**src/rtl/silife_grid_wb_master_if.sv**
```systemverilog
// Wishbone classic bus between the grid row mover and a memory slave.
// Master drives cycle/strobe/address/write data; slave returns ack/read data.
interface silife_grid_wb_master_if;
    logic        o_wb_cyc;
    logic        o_wb_stb;
    logic        o_wb_we;
    logic [31:0] o_wb_addr;
    logic [31:0] o_wb_data;
    logic        i_wb_ack;
    logic [31:0] i_wb_data;

    modport master (
        output o_wb_cyc,
        output o_wb_stb,
        output o_wb_we,
        output o_wb_addr,
        output o_wb_data,
        input  i_wb_ack,
        input  i_wb_data
    );

    modport slave (
        input  o_wb_cyc,
        input  o_wb_stb,
        input  o_wb_we,
        input  o_wb_addr,
        input  o_wb_data,
        output i_wb_ack,
        output i_wb_data
    );
endinterface

```
**src/rtl/silife_grid_wb_master.sv**
```systemverilog
// Moves a HEIGHT x WIDTH cell grid between a row stream and Wishbone memory,
// one row per bus cycle, with a per-row ack timeout.
module silife_grid_wb_master #(
    parameter int          WIDTH     = 8,
    parameter int          HEIGHT    = 8,
    parameter logic [31:0] BASE_ADDR = 32'h3000_0000,
    parameter int          TIMEOUT   = 15
) (
    input  logic                 clk,
    input  logic                 reset,
    input  logic                 start,
    input  logic                 write_mode,
    output logic                 busy,
    output logic                 done,
    output logic                 error,
    input  logic [WIDTH-1:0]     in_data,
    input  logic                 in_valid,
    output logic                 in_ready,
    output logic [WIDTH-1:0]     out_data,
    output logic                 out_valid,
    input  logic                 out_ready,
    silife_grid_wb_master_if.master wb
);
    localparam int RW = (HEIGHT > 1) ? $clog2(HEIGHT) : 1;
    localparam int TW = $clog2(TIMEOUT + 1);
    localparam logic [RW-1:0] LAST_ROW = RW'(HEIGHT - 1);
    localparam logic [TW-1:0] WAIT_MAX = TW'(TIMEOUT - 1);

    typedef enum logic [1:0] {IDLE, LOAD, BUS, EMIT} state_t;

    state_t           state;
    state_t           state_nx;
    logic             mode;
    logic [RW-1:0]    row;
    logic [TW-1:0]    wait_cnt;
    logic [WIDTH-1:0] row_data;

    logic in_bus;
    logic ack_ok;
    logic timeout;
    logic last;
    logic row_done;

    assign in_bus   = (state == BUS);
    assign ack_ok   = in_bus && wb.i_wb_ack;
    // An ack in the final wait cycle wins over the timeout.
    assign timeout  = in_bus && !wb.i_wb_ack && (wait_cnt == WAIT_MAX);
    assign last     = (row == LAST_ROW);
    assign row_done = (ack_ok && mode) || ((state == EMIT) && out_ready);

    always_ff @(posedge clk) begin
        if (reset) state <= IDLE;
        else       state <= state_nx;
    end

    always_comb begin
        state_nx = state;
        unique case (state)
            IDLE: if (start) state_nx = write_mode ? LOAD : BUS;
            LOAD: if (in_valid) state_nx = BUS;
            BUS: begin
                if (wb.i_wb_ack) begin
                    if (!mode)     state_nx = EMIT;
                    else if (last) state_nx = IDLE;
                    else           state_nx = LOAD;
                end else if (timeout) begin
                    state_nx = IDLE;
                end
            end
            EMIT: if (out_ready) state_nx = last ? IDLE : BUS;
            default: state_nx = IDLE;
        endcase
    end

    always_ff @(posedge clk) begin
        if (reset) begin
            mode     <= 1'b0;
            row      <= '0;
            wait_cnt <= '0;
            row_data <= '0;
            out_data <= '0;
            done     <= 1'b0;
            error    <= 1'b0;
        end else begin
            done  <= row_done && last;
            error <= timeout;
            if ((state == IDLE) && start) begin
                mode <= write_mode;
                row  <= '0;
            end
            if (row_done) row <= last ? '0 : row + 1'b1;
            if ((state == LOAD) && in_valid) row_data <= in_data;
            // Every BUS visit is preceded by a non-BUS cycle, so it starts at 0.
            if (!in_bus)              wait_cnt <= '0;
            else if (!wb.i_wb_ack)    wait_cnt <= wait_cnt + 1'b1;
            if (ack_ok && !mode) out_data <= wb.i_wb_data[WIDTH-1:0];
        end
    end

    assign busy         = (state != IDLE);
    assign in_ready     = (state == LOAD);
    assign out_valid    = (state == EMIT);
    assign wb.o_wb_cyc  = in_bus;
    assign wb.o_wb_stb  = in_bus;
    assign wb.o_wb_we   = in_bus && mode;
    assign wb.o_wb_addr = in_bus ? (BASE_ADDR + (32'(row) << 2)) : 32'h0;
    assign wb.o_wb_data = (in_bus && mode) ? 32'(row_data) : 32'h0;
endmodule

```
**src/flat_wrapper.sv**
```systemverilog
// flat-port wrapper written by rule: the top's interface ports become plain ports
module silife_grid_wb_master_flat 
#(
    parameter int          WIDTH     = 8,
    parameter int          HEIGHT    = 8,
    parameter logic [31:0] BASE_ADDR = 32'h3000_0000,
    parameter int          TIMEOUT   = 15
)
  (clk, reset, start, write_mode, busy, done, error, in_data, in_valid, in_ready, out_data, out_valid, out_ready, wb_o_wb_cyc, wb_o_wb_stb, wb_o_wb_we, wb_o_wb_addr, wb_o_wb_data, wb_i_wb_ack, wb_i_wb_data);
  silife_grid_wb_master_if wb_i ();
  input  logic clk;
  input  logic reset;
  input  logic start;
  input  logic write_mode;
  output logic busy;
  output logic done;
  output logic error;
  input  logic [WIDTH-1:0] in_data;
  input  logic in_valid;
  output logic in_ready;
  output logic [WIDTH-1:0] out_data;
  output logic out_valid;
  input  logic out_ready;
  output wire logic [$bits(wb_i.o_wb_cyc)-1:0] wb_o_wb_cyc;
  output wire logic [$bits(wb_i.o_wb_stb)-1:0] wb_o_wb_stb;
  output wire logic [$bits(wb_i.o_wb_we)-1:0] wb_o_wb_we;
  output wire logic [$bits(wb_i.o_wb_addr)-1:0] wb_o_wb_addr;
  output wire logic [$bits(wb_i.o_wb_data)-1:0] wb_o_wb_data;
  input wire logic [$bits(wb_i.i_wb_ack)-1:0] wb_i_wb_ack;
  input wire logic [$bits(wb_i.i_wb_data)-1:0] wb_i_wb_data;
  assign wb_o_wb_cyc = wb_i.o_wb_cyc;
  assign wb_o_wb_stb = wb_i.o_wb_stb;
  assign wb_o_wb_we = wb_i.o_wb_we;
  assign wb_o_wb_addr = wb_i.o_wb_addr;
  assign wb_o_wb_data = wb_i.o_wb_data;
  assign wb_i.i_wb_ack = wb_i_wb_ack;
  assign wb_i.i_wb_data = wb_i_wb_data;
  silife_grid_wb_master #(.WIDTH(WIDTH), .HEIGHT(HEIGHT), .BASE_ADDR(BASE_ADDR), .TIMEOUT(TIMEOUT)) u_core (.clk(clk), .reset(reset), .start(start), .write_mode(write_mode), .busy(busy), .done(done), .error(error), .in_data(in_data), .in_valid(in_valid), .in_ready(in_ready), .out_data(out_data), .out_valid(out_valid), .out_ready(out_ready), .wb(wb_i));
endmodule
```
**config.mk**
```make
export PLATFORM = sky130hd
export DESIGN_NAME = silife_grid_wb_master_flat
export DESIGN_NICKNAME = d
export VERILOG_FILES = /design/src/rtl/silife_grid_wb_master_if.sv /design/src/rtl/silife_grid_wb_master.sv /design/src/flat_wrapper.sv
export SDC_FILE = /design/constraint.sdc
export NUM_CORES = 1
export LEC_CHECK = 0
export BUFFER_PORTS_ARGS = -buffer_cell sky130_fd_sc_hd__buf_4
export CORE_UTILIZATION = 41
export DETAILED_ROUTE_END_ITERATION = 10
export PLACE_DENSITY = 0.83
export SYNTH_ARGS = -nofsm -noshare
export SYNTH_HDL_FRONTEND = slang
export SYNTH_SLANG_ARGS = --single-unit
```
**constraint.sdc**
```tcl
create_clock -name clk -period 1.5 [get_ports clk]
set_input_delay 0.15 -clock clk [delete_from_list [all_inputs] [get_ports clk]]
set_output_delay 0.15 -clock clk [all_outputs]
set_load 0.02 [all_outputs]
```
==> flow_metrics.tcl <==
set metrics [dict create \
    status "complete, no violations" \
    peakVddDrop_v 0.000591 \
    syn_area_um2 1740 \
    worstPathCellList "and2b_2 > clkbuf_16 > and2_4 > buf_6" \
    hold_end "u_core.out_data[1]" \
    antenna_found_initial 0 \
    worstSetupEndpointType "primary output" \
    clock_latency_ns 0.27 \
    rr_startpoint "u_core.row[0]" \
    hold_viol 0 \
    cp-start-kind "flip-flop" \
    cts_made_buffers 3 \
    syn_area_per_cell_um2 8.50 \
    grt_max_degree 25 \
    setup_viol 0 \
    reg2reg_to "u_core.state[1]" \
    holdWs_ns 0.112 \
    placed_area_um2 1980 \
    cts_tree "yes" \
    clock_tree.root_cell "clkbuf_8" \
    critical_path.top_delay_family "simple AND/OR/NAND/NOR gates" \
    gp_congestion 0.775 \
    grt_use_total_pct 14.7 \
    die_h_um 67.2 \
    leakagePower_uw 0.00103 \
    reg2reg_depth 6 \
    whs_path_depth 3 \
    worst-path-buf-inv 2 \
    reg2reg_slack_ns 0.05 \
    worstSetupPathType "reg2out" \
    io_buffer_count 51 \
    vias_per_cell 4.42 \
    cp_data_required_time_ns 1.35 \
    async_flop_share_pct 0 \
    drc 0 \
    synth_cell_type_count 34 \
    io_pins 127 \
    rsz0062_at_grt "yes" \
    areaGrowthSynthToFinish_pct 28.8 \
    nets 313 \
    start_util_pct 43.3 \
    ys_ff_latch 28 \
    htreeDepth 1 \
    yosysSeqAreaShare_pct 32.2 \
    die_w_um 67.2 \
    slew_viol_final 0 \
    max_stage_delay_ns 0.34 \
    slowest_stage "dfxtp_2" \
    grt_pass1_vias 1114 \
    coreArea_um2 4030 \
    cap_viol_max_count 0 \
    final_area_um2 2240 \
    timing.final.crit_share_pct 98.1 \
    drive_gt1_share_pct 36.4 \
    drtPass1Iterations 4 \
    yosysWarnings 0 \
    num_rows 23 \
    wl_mm 3.45 \
    grt_pass1_wl_mm 4.95 \
    gr-total-overflow 0 \
    finalClockSkew_ns 0.00837 \
    wl_per_cell_um 11.1 \
    synth_ff_type "dfxtp_1" \
    crit_fanout 8 \
    mostFrequentLayoutCells "conb_1, buf_4, dfxtp_1" \
    cts.sinks 28 \
    antenna_cells 0 \
    hp-start "wb_i_wb_data[1]" \
    p_per_area_nw_per_um2 901 \
    fmax_mhz 680 \
    min_period_ns 1.47 \
    postSynthCellCount 205 \
    drt_iter0_markers 50 \
    dp_hpwl_mm 2.37 \
    clkTransAtPathRegs_ns 0.10 \
    finalPower_uw 2020 \
    worstHoldPathType "in2reg" \
    vias 1376 \
    synth_edf_count 0 \
    crit_arrival_ns 1.32 \
    dieArea_um2 4520 \
    cts_buffer_depth 2 \
    ant_nets 0 \
]
## worst max path at each step
| stage | slack (ns) | depth (start not counted) | startpoint | to |
|---|---|---|---|---|
| floorplan | 0.07 | 3 | u_core.state[0] | wb_o_wb_data[2] |
| global placement | -0.11 | 4 | u_core.state[0] | u_core.out_data[5] |
| detailed placement | -0.13 | 4 | u_core.state[0] | u_core.out_data[6] |
| CTS | 0.006 | 4 | u_core.state[0] | u_core.out_data[6] |
| global route | -0.07 | 6 | u_core.row[0] | u_core.state[1] |
| finish | 0.03 | 4 | u_core.state[0] | wb_o_wb_addr[4] |
## layout make-up
cell class | count | area [um^2]
Tap cell | 50 | 62.6
Clock buffer | 4 | 55.1
Multi-Input combinational cell | 160 | 975
Fill cell | 382 | 1780
Timing Repair Buffer | 66 | 578
Sequential cell | 28 | 563
Inverter | 3 | 11.3
## kinds of logic (layout without fill, tap and decap cells)
logic type / Yosys count / after routing / share of synthesized area [%]
other: 1 / 51 / 0.215
muxes: 10 / 10 / 6.03
AOI/OAI and AO/OA: 20 / 20 / 8.11
buffers and inverters: 67 / 73 / 27.5
xor gates and xnor gates: 3 / 3 / 1.51
adders and majority gates: 4 / 4 / 2.87
and+or+nand+nor: 72 / 72 / 21.6
DFF: 28 / 28 / 32.2
## per-stage QoR
step / worst slack, ns / std cells / util (%) / TNS, ns
floorplan: 0.0699 / 255 / - / 0
global placement: -0.108 / 301 / 49.2 / -0.799
detailed placement: -0.126 / 301 / 49.2 / -0.925
CTS: 0.00597 / 305 / 50.8 / 0
global route: -0.0707 / 311 / 55.7 / -0.150
finish: 0.0285 / 311 / 55.7 / 0
## sequential cells by signal, summed over array words and instances, names as in the netlist
name             count
u_core.out_data      8
u_core.row_data      8
u_core.wait_cnt      4
u_core.row           3
u_core.state         2
u_core.done          1
u_core.error         1
u_core.mode          1
## report_power, final
part	switching, uW	total (uW)	internal (uW)	leakage [uW]
clock network	232	466	235	0.0000288
logic	427	743	316	0.000776
registers	24.5	813	788	0.000228
## worst min-delay path, stage by stage
cell	delay, ns
buf_4	0.07
mux2i_1	0.05
nor2_1	0.07
## synthesized netlist by cell type, drive strengths merged (2+ instances only)
library cell  number  share of area, %
mux2i              9               5.2
nand2b             4               1.4
dfxtp             28                32
o21ai              2               1.2
nand3             13               3.7
a21oi             12               3.7
a311oi             2               1.0
buf               60                26
and3               8               2.9
inv                3              0.65
nor3b              3               1.3
nand2             12               2.6
clkbuf             4              0.86
xor2               2               1.0
nor2              18               3.9
and2               6               2.2
and2b              2               1.0
nand4              2              0.72
ha                 4               2.9
## repair_timing
item,4_1_cts,5_1_grt
pin swaps,1,3
gates cloned,0,1
endpoints found under the setup margin,22,23
resized for setup,4,31
endpoints found under the hold margin,0,0
buffers inserted,0,5
hold buffers,0,0
## routing by layer
metal	vias to the layer above	wire length, um	track usage (%)
li1	683	-	-
met1	620	1390	18.1
met2	71	1790	25.4
met3	2	252	3.89
met4	0	19	3.19
met5	-	0	0
(Power assumes the default switching activity.)
